File: config.mk
export PLATFORM = sky130hd
export DESIGN_NAME = nibble_packer
export DESIGN_NICKNAME = d
export VERILOG_FILES = /design/src/rtl/nibble_packer.sv
export SDC_FILE = /design/constraint.sdc
export NUM_CORES = 1
export LEC_CHECK = 0
export BUFFER_PORTS_ARGS = -buffer_cell sky130_fd_sc_hd__buf_2
export CORE_UTILIZATION = 57
export DETAILED_ROUTE_END_ITERATION = 8
export GPL_TIMING_DRIVEN = 0
export HOLD_SLACK_MARGIN = 0.05
export PLACE_DENSITY = 0.82
export SYNTH_ARGS = -nofsm -noshare
export SYNTH_HDL_FRONTEND = slang
export SYNTH_SLANG_ARGS = --single-unit
File: constraint.sdc
create_clock -name clk -period 2.7 [get_ports clk]
set_input_delay 0.27 -clock clk [delete_from_list [all_inputs] [get_ports clk]]
set_output_delay 0.27 -clock clk [all_outputs]
set_load 0.05 [all_outputs]
File: src/rtl/nibble_packer.sv
// Packs a stream of NIBBLE_W-bit nibbles into NIBBLES-nibble words; nibble 0 lands in the LSBs.
// Optional partial-word flush is compiled in when PACKER_FLUSH_EN is defined.
module nibble_packer #(
  parameter  int NIBBLE_W = 4,
  parameter  int NIBBLES  = 4,
  localparam int WORD_W   = NIBBLE_W * NIBBLES,
  localparam int FILL_W   = $clog2(NIBBLES) + 1
) (
  input  logic                clk,
  input  logic                rst_n,
  input  logic [NIBBLE_W-1:0] in_data,
  input  logic                in_valid,
  output logic                in_ready,
`ifdef PACKER_FLUSH_EN
  input  logic                flush,
  output logic                out_partial,
`endif
  output logic [WORD_W-1:0]   out_data,
  output logic                out_valid,
  input  logic                out_ready,
  output logic [FILL_W-1:0]   fill
);

  logic [FILL_W-1:0] r_fill;
  logic [WORD_W-1:0] r_acc;
  logic [WORD_W-1:0] r_out_data;
  logic              r_out_valid;

  logic              w_accept;
  logic              w_last;
  logic              w_complete;
  logic              w_slot_free;
  logic              w_flush_emit;
  logic              w_flush_block;
  logic [WORD_W-1:0] w_acc_ins;

  assign w_last      = (r_fill == FILL_W'(NIBBLES - 1));
  assign w_slot_free = !r_out_valid || out_ready;
  assign in_ready    = !(w_last && !w_slot_free) && !w_flush_block;
  assign w_accept    = in_valid && in_ready;
  assign w_complete  = w_accept && w_last;

  // Accumulator with the incoming nibble dropped into its slot; feeds both storage and output.
  genvar gi;
  generate
    for (gi = 0; gi < NIBBLES; gi++) begin : g_ins
      assign w_acc_ins[gi*NIBBLE_W +: NIBBLE_W] =
        (w_accept && (r_fill == FILL_W'(gi))) ? in_data : r_acc[gi*NIBBLE_W +: NIBBLE_W];
    end
  endgenerate

`ifdef PACKER_FLUSH_EN
  logic r_flush_pend;
  logic r_out_partial;
  logic w_flush_req;
  logic w_has_data;
  logic w_flush_pend_next;

  // A flush that cannot emit yet (slot occupied) is remembered and stalls input until it goes out.
  assign w_flush_req       = flush || r_flush_pend;
  assign w_has_data        = (r_fill != '0) || w_accept;
  assign w_flush_emit      = w_flush_req && w_has_data && !w_complete && w_slot_free;
  assign w_flush_pend_next = w_flush_req && w_has_data && !w_complete && !w_slot_free;
  assign w_flush_block     = r_flush_pend && !w_slot_free;
  assign out_partial       = r_out_partial;

  always_ff @(posedge clk or negedge rst_n) begin
    if (!rst_n) begin
      r_flush_pend  <= 1'b0;
      r_out_partial <= 1'b0;
    end else begin
      r_flush_pend <= w_flush_pend_next;
      if (w_complete || w_flush_emit) begin
        r_out_partial <= w_flush_emit;
      end else if (r_out_valid && out_ready) begin
        r_out_partial <= 1'b0;
      end
    end
  end
`else
  assign w_flush_emit  = 1'b0;
  assign w_flush_block = 1'b0;
`endif

  always_ff @(posedge clk or negedge rst_n) begin
    if (!rst_n) begin
      r_fill      <= '0;
      r_acc       <= '0;
      r_out_data  <= '0;
      r_out_valid <= 1'b0;
    end else if (w_complete || w_flush_emit) begin
      // A new word may replace one being consumed this same cycle, keeping output gap-free.
      r_out_data  <= w_acc_ins;
      r_out_valid <= 1'b1;
      r_fill      <= '0;
      r_acc       <= '0;
    end else begin
      if (w_accept) begin
        r_acc  <= w_acc_ins;
        r_fill <= r_fill + FILL_W'(1);
      end
      if (r_out_valid && out_ready) begin
        r_out_valid <= 1'b0;
      end
    end
  end

  assign out_data  = r_out_data;
  assign out_valid = r_out_valid;
  assign fill      = r_fill;

endmodule

==> results of run 1 <==
[Yosys cell counts]
| library cell | number |
|---|---|
| sky130_fd_sc_hd__o211ai_1 | 3 |
| sky130_fd_sc_hd__a22o_1 | 12 |
| sky130_fd_sc_hd__a32o_1 | 1 |
| sky130_fd_sc_hd__a31o_2 | 1 |
| sky130_fd_sc_hd__nand3_2 | 1 |
| sky130_fd_sc_hd__nand2b_1 | 3 |
| sky130_fd_sc_hd__mux2_2 | 13 |
| sky130_fd_sc_hd__nand2_1 | 2 |
| sky130_fd_sc_hd__and2b_2 | 1 |
| sky130_fd_sc_hd__nor3b_1 | 3 |
| sky130_fd_sc_hd__buf_6 | 2 |
| sky130_fd_sc_hd__dfrtp_1 | 32 |
| sky130_fd_sc_hd__nand3b_1 | 1 |
| sky130_fd_sc_hd__buf_2 | 1 |
| sky130_fd_sc_hd__inv_1 | 2 |
| sky130_fd_sc_hd__mux2_4 | 15 |
| sky130_fd_sc_hd__ha_1 | 4 |
| sky130_fd_sc_hd__a21boi_0 | 1 |
| sky130_fd_sc_hd__nand4bb_1 | 1 |
| sky130_fd_sc_hd__a21oi_1 | 1 |
[metal layers]
metal | routed length [um] | track usage (%)
met3 | 122 | 7.759
met2 | 1359 | 38.54
met4 | 48 | 10.96
met1 | 1296 | 31.19
met5 | 0 | 0
[power by group through the flow]
stage	Combinational (mW)	Clock, mW	Sequential, mW
3_5_place_dp	1.23	0	0.808
2_1_floorplan	0.543	0	1.23
4_1_cts	1.24	0.293	0.801
6_report	1.23	0.280	0.801
3_3_place_gp	1.20	0	0.793
5_1_grt	1.30	0.317	0.830
[how the worst max path moves through the flow]
stage / depth (start not counted) / start / slack [ns] / end
after floorplan: 4 / fill[1] / 0.75 / fill[0]
after CTS: 3 / fill[1] / 0.99 / in_ready
after global placement: 4 / fill[0] / 1.12 / out_data[9]
after detailed placement: 4 / fill[0] / 1.05 / r_acc[3]
final: 3 / fill[1] / 1.02 / in_ready
after global routing: 3 / fill[0] / 0.91 / in_ready
[critical path: cells and delay by family, from the launching register on]
family                     cells  cell delay [ns]
and+or+nand+nor                1             0.15
buffers and inverters          1             0.29
DFF                            1             0.43
adders and majority gates      1             0.21
[through the flow]
stage	hold WS (ns)	total power, mW	util (%)	area [um^2]	cells
global placement	0.3360	1.990	67.83	1680	158
CTS	0.2209	2.331	70.71	1752	167
global route	0.2197	2.446	70.71	1752	167
detailed placement	0.3469	2.040	67.83	1680	158
finish	0.2252	2.312	70.71	1752	167
floorplan	-0.02559	1.773	-	1503	100
[timing repair]
| action | 4_1_cts | 5_1_grt |
|---|---|---|
| hold buffers | 1 | 0 |
| hold endpoints to repair | 32 | 0 |
| setup endpoints to repair | 0 | 0 |
[final cells by class]
| cell class | count | area (um^2) |
|---|---|---|
| plain buffers | 3 | 27.53 |
| clock buffers | 6 | 51.30 |
| clock inverters | 2 | 10.01 |
| fillers | 180 | 725.7 |
| inverters | 2 | 7.507 |
| multi-input cells | 63 | 666.9 |
| flip-flops and latches | 32 | 800.8 |
| well taps | 30 | 37.54 |
| repair buffers | 29 | 150.1 |
[kinds of logic after synthesis]
| kind of cell | Yosys count | synth area share, % |
|---|---|---|
| adders and majority gates | 4 | 3.331 |
| muxes | 28 | 24.73 |
| and+or+nand+nor | 12 | 5.746 |
| DFF | 32 | 53.29 |
| buffers and inverters | 5 | 2.331 |
| AOI/OAI and AO/OA | 19 | 10.57 |
[sequential cells by signal, summed over array words and instances (netlist names)]
signal / count
r_acc: 12
out_data: 16
fill: 3
out_valid: 1
==> impl_summary.txt, run 1 <==
----------------------------------------------------
[Critical path]
  Flop-to-flop setup slack ... 1.02 ns
  Critical-path top delay cell ... sky130_fd_sc_hd__dfrtp_1
  Sort of element at the start of the critical path ... flip-flop
  Worst Setup End Kind ... output port
  Endpoint of the most critical register-to-register path ... r_acc[0]
  Startpoint of the lowest-slack register-to-register path ... fill[0]
  CP peak stage delay ... ~0.43 ns
  CP Data Arrival Time ... approximately 1.4 ns
  Setup CP Type ... flip-flop to output port
  Critical path cell sequence ... ha_1 -> nand4bb_1 -> buf_2
  Required time at the worst-slack endpoint ... around 2.4 ns
  Count of cells along the worst register-to-register path ... 4
  Critical path fanouts, max ... 5

[Cells and area]
  Antenna Cells ... 0
  Most common cell after layout, fill and taps aside ... sky130_fd_sc_hd__dfrtp_1
  Number of nets in the layout ... 148
  Post-synthesis to final-layout area growth ... 16.57%
  Fraction of final layout cells with drive strength greater than 1 ... about half
  Top library cells by usage in the layout, fill and taps aside ... 32 x sky130_fd_sc_hd__dfrtp_1, 29 x sky130_fd_sc_hd__buf_2, 15 x sky130_fd_sc_hd__mux2_4

[STA]
  Setup repair after global routing missed its margin ... no
  Final Hold Viols ... 0
  Final setup violating endpoints ... 0
  Final-layout setup total negative slack ... 0 ns
  Timing-limited maximum frequency ... between 0.5 and 0.6 GHz
  Post-route worst setup slack ... a little over 1 ns
  Number of slew-limit violations in the final report ... 0
  Slew @ Worst Pin ... a little under 0.7 ns
  Worst relative slew slack ... a little over half
  Portion of the clock cycle consumed by the worst path in the final layout ... slightly above 60%
  Post-route clock skew ... between 0.004 and 0.005 ns
  Minimum clock period ... roughly 1.7 ns

[Clock tree]
  Post-CTS sizing ... 0
  Clock root cell ... sky130_fd_sc_hd__clkbuf_4
  CTS Buffer Depth ... 2
  TritonCTS clock tree ... done
  Setup Buffers After CTS ... 0
  Number of buffers added by the clock tree synthesis step ... 5
  Clock sink total ... 32
  Post-CTS clock slew at the launch and capture registers of the worst setup and hold paths ... around 0.090 ns
  Later-pin clock latency in the skew report ... ~0.33 ns
  Maximum level of the CTS H-tree ... 2

[Power]
  Internal power ... approximately 1.3 mW
  Combinational share of power ... between 50% and 60%
  Static leakage ... 0.9165 nW
  Share of power burned in the clock network ... roughly an eighth
  Flop pwr share ... 34.7%
  Switching share of power ... between 40% and 50%
  Switching power summed over all nets ... 1.023 mW
  PwrDens ... approximately 1300 nW/um^2
  Max VDD drop ... between 0.9 and 1 mV

[GRT]
  Tot GR Track Use ... around a quarter
  Vias in the first global route ... 974
  Number of antenna violations at the first check in global routing ... 0
  Largest net degree at the start of global routing ... 33
  Global-route wire length before repair ... between 4000 and 5000 um
  Total overflow reported by the global router ... 0

[Yosys]
  Synth Instances ... 100
  Number of nets in the synthesized netlist ... 112
  Share of the synthesized area in the top cell type ... a little over half
  YS warnings ... 0
  Sequential fraction of the synthesis area ... 53.29%
  Distinct cells, synth ... 20
  Largest cells by area after synthesis ... sky130_fd_sc_hd__dfrtp_1 53%, sky130_fd_sc_hd__mux2_4 15%, sky130_fd_sc_hd__mux2_2 9.7%, sky130_fd_sc_hd__a22o_1 7.0%, sky130_fd_sc_hd__ha_1 3.3%
  Per-instance average area after synthesis ... between 15 and 20 um^2
  Netlist area before placement ... ~1500 um^2
  Synthesized flop and latch total ... 32
  Cell type contributing the most total cell area after synthesis ... sky130_fd_sc_hd__dfrtp_1

[Placement]
  Total half-perimeter wirelength after legalization and detailed placement ... 2021 um
  Final estimated routing congestion in global placement ... around 0.83
  Count of port buffers added during placement ... 28
  Setup Slack @ Placement ... roughly 1.0 ns

[Routing]
  Count of TritonRoute iterations in the first routing pass ... 4
  Number of vias after detailed routing ... around 950
  Post-detailed-routing wire length ... 2826 um
  Number of antenna-violating nets in the routed design ... 0
  Starting DRC count in detailed routing ... 11
  DR WL/cell ... approximately 17 um
  Number of vias per cell after detailed routing ... around 5.7
  DR DRC count ... 0

[Floorplan]
  Floorplan core area ... approximately 2500 um^2
  I/O pin total ... 29
  Standard-cell row count ... 18
  Initial cell density of the core ... about three fifths
  Die boundary height ... roughly 53 um
  Full die area ... between 2000 and 3000 um^2
  Die boundary width ... between 50 and 60 um

[Hold path]
  Number of instances on the worst hold path ... 2
  Worst hold path class ... primary input to flip-flop
  Endpoint, Worst Hold ... fill[2]
  Startpoint of the lowest-slack hold path ... in_valid

[Flow run]
  Max cap viols ... 0

[Run status]
  Run status ... finished clean

----------------------------------------------------
(Power assumes the default switching activity.)
==> run 2: changes to the inputs <==
--- a/config.mk
+++ b/config.mk
@@ -6,11 +6,11 @@
 export NUM_CORES = 1
 export LEC_CHECK = 0
 export BUFFER_PORTS_ARGS = -buffer_cell sky130_fd_sc_hd__buf_2
-export CORE_UTILIZATION = 57
+export CORE_UTILIZATION = 48
 export DETAILED_ROUTE_END_ITERATION = 8
 export GPL_TIMING_DRIVEN = 0
 export HOLD_SLACK_MARGIN = 0.05
-export PLACE_DENSITY = 0.82
+export PLACE_DENSITY = 0.74
 export SYNTH_ARGS = -nofsm -noshare
 export SYNTH_HDL_FRONTEND = slang
 export SYNTH_SLANG_ARGS = --single-unit
==> constraint.sdc (replaced) <==
create_clock -name clk -period 1.5 [get_ports clk]
set_input_delay 0.15 -clock clk [delete_from_list [all_inputs] [get_ports clk]]
set_output_delay 0.15 -clock clk [all_outputs]
set_load 0.05 [all_outputs]
==> run 2 against run 1 <==
Effect of this change:
- the run now ends with DRC, setup timing left
- critical endpoint is now r_acc[11]
- largest power group unchanged
- sequential power increased by 84%
- non-clock buffer count up 11
- via count rose by 3.9%
- clock skew is 0.0044 ns higher
- first-iteration DRC count rose to 2.6 times the previous value
- critical path depth up 3
- flip-flop and latch count is the same
- count of clock-buffer cells in the layout up 1
- clock power up 84%
- core utilization decreased by 0.18 points
- power increased by 100%
==> impl_summary.txt, run 2 (synthesized netlist as in run 1, its figures left out) <==
----------------------------------------------------
[Critical path]
  CP Data Arrival Time ... 1.76 ns (+0.35 ns)
  Setup CP Type ... flip-flop to flip-flop
  Critical path fanouts, max ... 5 (unchanged)
  Sort of element at the start of the critical path ... flip-flop
  Worst Setup End Kind ... flip-flop
  Required time at the worst-slack endpoint ... 1.72 ns (-0.71 ns)

[Placement]
  Count of port buffers added during placement ... 28 (unchanged)
  Placed Area ... 1767 um^2 (+5.1%)
  Total half-perimeter wirelength after legalization and detailed placement ... 1921 um (-5.0%)
  Count of placed standard cells including taps ... 159 (+0.63%)
  Final estimated routing congestion in global placement ... 0.7195 (-13%)

[Power]
  Max VDD drop ... 1.233 mV (+35%)
  Static leakage ... 1.011 nW (+10%)
  PwrDens ... 2298 nW/um^2 (+74%)

[Floorplan]
  Standard-cell row count ... 19 (+1)
  Die boundary height ... 57.95 um (+8.6%)
  Die boundary width ... 57.95 um (+8.6%)
  Full die area ... 3358 um^2 (+18%)
  Floorplan core area ... 2853 um^2 (+15%)
  Initial cell density of the core ... 52.68% (-8.0 points)
  I/O pin total ... 29 (unchanged)

[GRT]
  Tot GR Track Use ... 19.66% (-5.1 points)
  Vias in the first global route ... 979 (+0.51%)
  Number of antenna violations at the first check in global routing ... 0 (unchanged)
  Global-route wire length before repair ... 4857 um (+2.8%)
  Largest net degree at the start of global routing ... 33 (unchanged)
  Total overflow reported by the global router ... 0 (unchanged)

[Cells and area]
  Number of nets in the layout ... 159 (+7.4%)
  Post-synthesis to final-layout area growth ... 33.89%
  Final non-filler cell total ... 179 (+7.2%)
  Flip-flop count of the largest register, all copies and words added ... 16 (unchanged)
  Most common cell after layout, fill and taps aside ... sky130_fd_sc_hd__dfrtp_1
  Fraction of final layout cells with drive strength greater than 1 ... 62.84% (+12 points)
  Cell area after layout ... 2012 um^2 (+15%)
  Antenna Cells ... 0 (unchanged)
  Top library cells by usage in the layout, fill and taps aside ... 29 x sky130_fd_sc_hd__dfrtp_1, 27 x sky130_fd_sc_hd__buf_2, 20 x sky130_fd_sc_hd__mux2_4

[Flow run]
  Max cap viols ... 0 (unchanged)

[Run status]
  Run status ... complete, but fails checks
  Violated checks ... DRC, setup timing

[STA]
  Final setup violating endpoints ... 19 (+19)
  Setup repair after global routing missed its margin ... yes
  Slew @ Worst Pin ... 0.7054 ns (+0.02807 ns)
  Post-route clock skew ... 0.009236 ns (+0.004446 ns)
  Worst relative slew slack ... 52.97% (-1.9 points)
  Minimum clock period ... roughly 1.5 ns
  Portion of the clock cycle consumed by the worst path in the final layout ... 102.5%
  Final-layout setup total negative slack ... -0.2424 ns (-0.2424 ns)
  Timing-limited maximum frequency ... approximately 0.65 GHz
  Final Hold Viols ... 0 (unchanged)
  Post-route worst setup slack ... -0.03743 ns (-1.058 ns)
  Number of slew-limit violations in the final report ... 0 (unchanged)

[Routing]
  Number of antenna-violating nets in the routed design ... 0 (unchanged)
  Count of TritonRoute iterations in the first routing pass ... 6 (+2)
  DR DRC count ... 2 (+2)
  Starting DRC count in detailed routing ... 29 (+18)
  DR WL/cell ... 16.54 um (-2.2%)
  Number of vias after detailed routing ... 989 (+3.9%)
  Post-detailed-routing wire length ... 2961 um (+4.8%)
  Number of vias per cell after detailed routing ... 5.525 (-3.1%)

[Clock tree]
  Maximum level of the CTS H-tree ... 2 (unchanged)
  Later-pin clock latency in the skew report ... 0.33 ns (about the same)
  Clock sink total ... 32 (unchanged)
  Post-CTS clock slew at the launch and capture registers of the worst setup and hold paths ... 0.09 ns (about the same)
  Clock root cell ... sky130_fd_sc_hd__clkbuf_4
  Number of buffers added by the clock tree synthesis step ... 5 (unchanged)
  TritonCTS clock tree ... done
  CTS Buffer Depth ... 2 (unchanged)

[Hold path]
  Worst hold path class ... primary input to flip-flop

----------------------------------------------------
## run 2: layout make-up
| type | instances | area, um^2 |
|---|---|---|
| flip-flops and latches | 32 | 807.0 |
| plain buffers | 3 | 46.29 |
| well taps | 31 | 38.79 |
| clock buffers | 7 | 55.05 |
| repair buffers | 40 | 281.5 |
| inverters | 2 | 12.51 |
| clock inverters | 1 | 7.507 |
| multi-input cells | 63 | 763.2 |
| fillers | 202 | 840.8 |
## run 2: layer usage
metal,up-vias,track usage [%],part of all wire (%)
met5,-,0,0
met4,0,9.184,1.6
met3,7,5.357,4.3
met2,24,29.23,46
met1,485,26.88,48
li1,473,-,-
## run 2: final timing paths
path                               start         to  slack, ns  cells after the start
worst max-delay path             fill[0]  r_acc[11]      -0.04                      6
worst min-delay path            in_valid    fill[2]       0.08                      2
worst max register to register   fill[0]  r_acc[11]      -0.04                      6
worst min register to register  r_acc[5]   r_acc[5]       0.51                      1
max in group asynchronous          rst_n    fill[0]       0.58                      2
min in group asynchronous          rst_n   r_acc[0]       0.40                      2
## run 2: worst max-delay path: stages, from the launching register on
cell                       delay, ns
sky130_fd_sc_hd__dfrtp_4        0.53
sky130_fd_sc_hd__ha_4           0.19
sky130_fd_sc_hd__buf_8          0.12
sky130_fd_sc_hd__nand3b_1       0.14
sky130_fd_sc_hd__o211ai_1       0.12
sky130_fd_sc_hd__buf_4          0.16
sky130_fd_sc_hd__a22o_1         0.17
## run 2: repair_timing
item / in CTS / in global routing
endpoints found under the hold margin: 32 / 0
setup buffers: 6 / 3
hold buffers: 1 / 0
gates resized for setup: 11 / 1
cloned: 1 / 1
endpoints found under the setup margin: 28 / 28
pin swaps: 6 / 3
## run 2: where the power goes
group	switching [mW]	internal (mW)	leakage, nW	total (mW)
Combinational	1.43	1.21	0.577	2.64
Clock	0.286	0.229	0.0315	0.516
Sequential	0.237	1.24	0.402	1.47
Total	1.95	2.67	1.01	4.62
## run 2: through the flow
stage	setup WS [ns]	util [%]	hold slack [ns]	power [mW]
final	-0.03743	70.53	0.08321	4.624
after global placement	-0.07266	61.93	0.2321	3.762
after floorplan	-0.06992	-	-0.1456	3.350
after global routing	-0.1097	70.53	0.09120	4.873
after CTS	-0.02891	68.73	0.07518	4.571
after detailed placement	-0.1052	61.93	0.2365	3.817
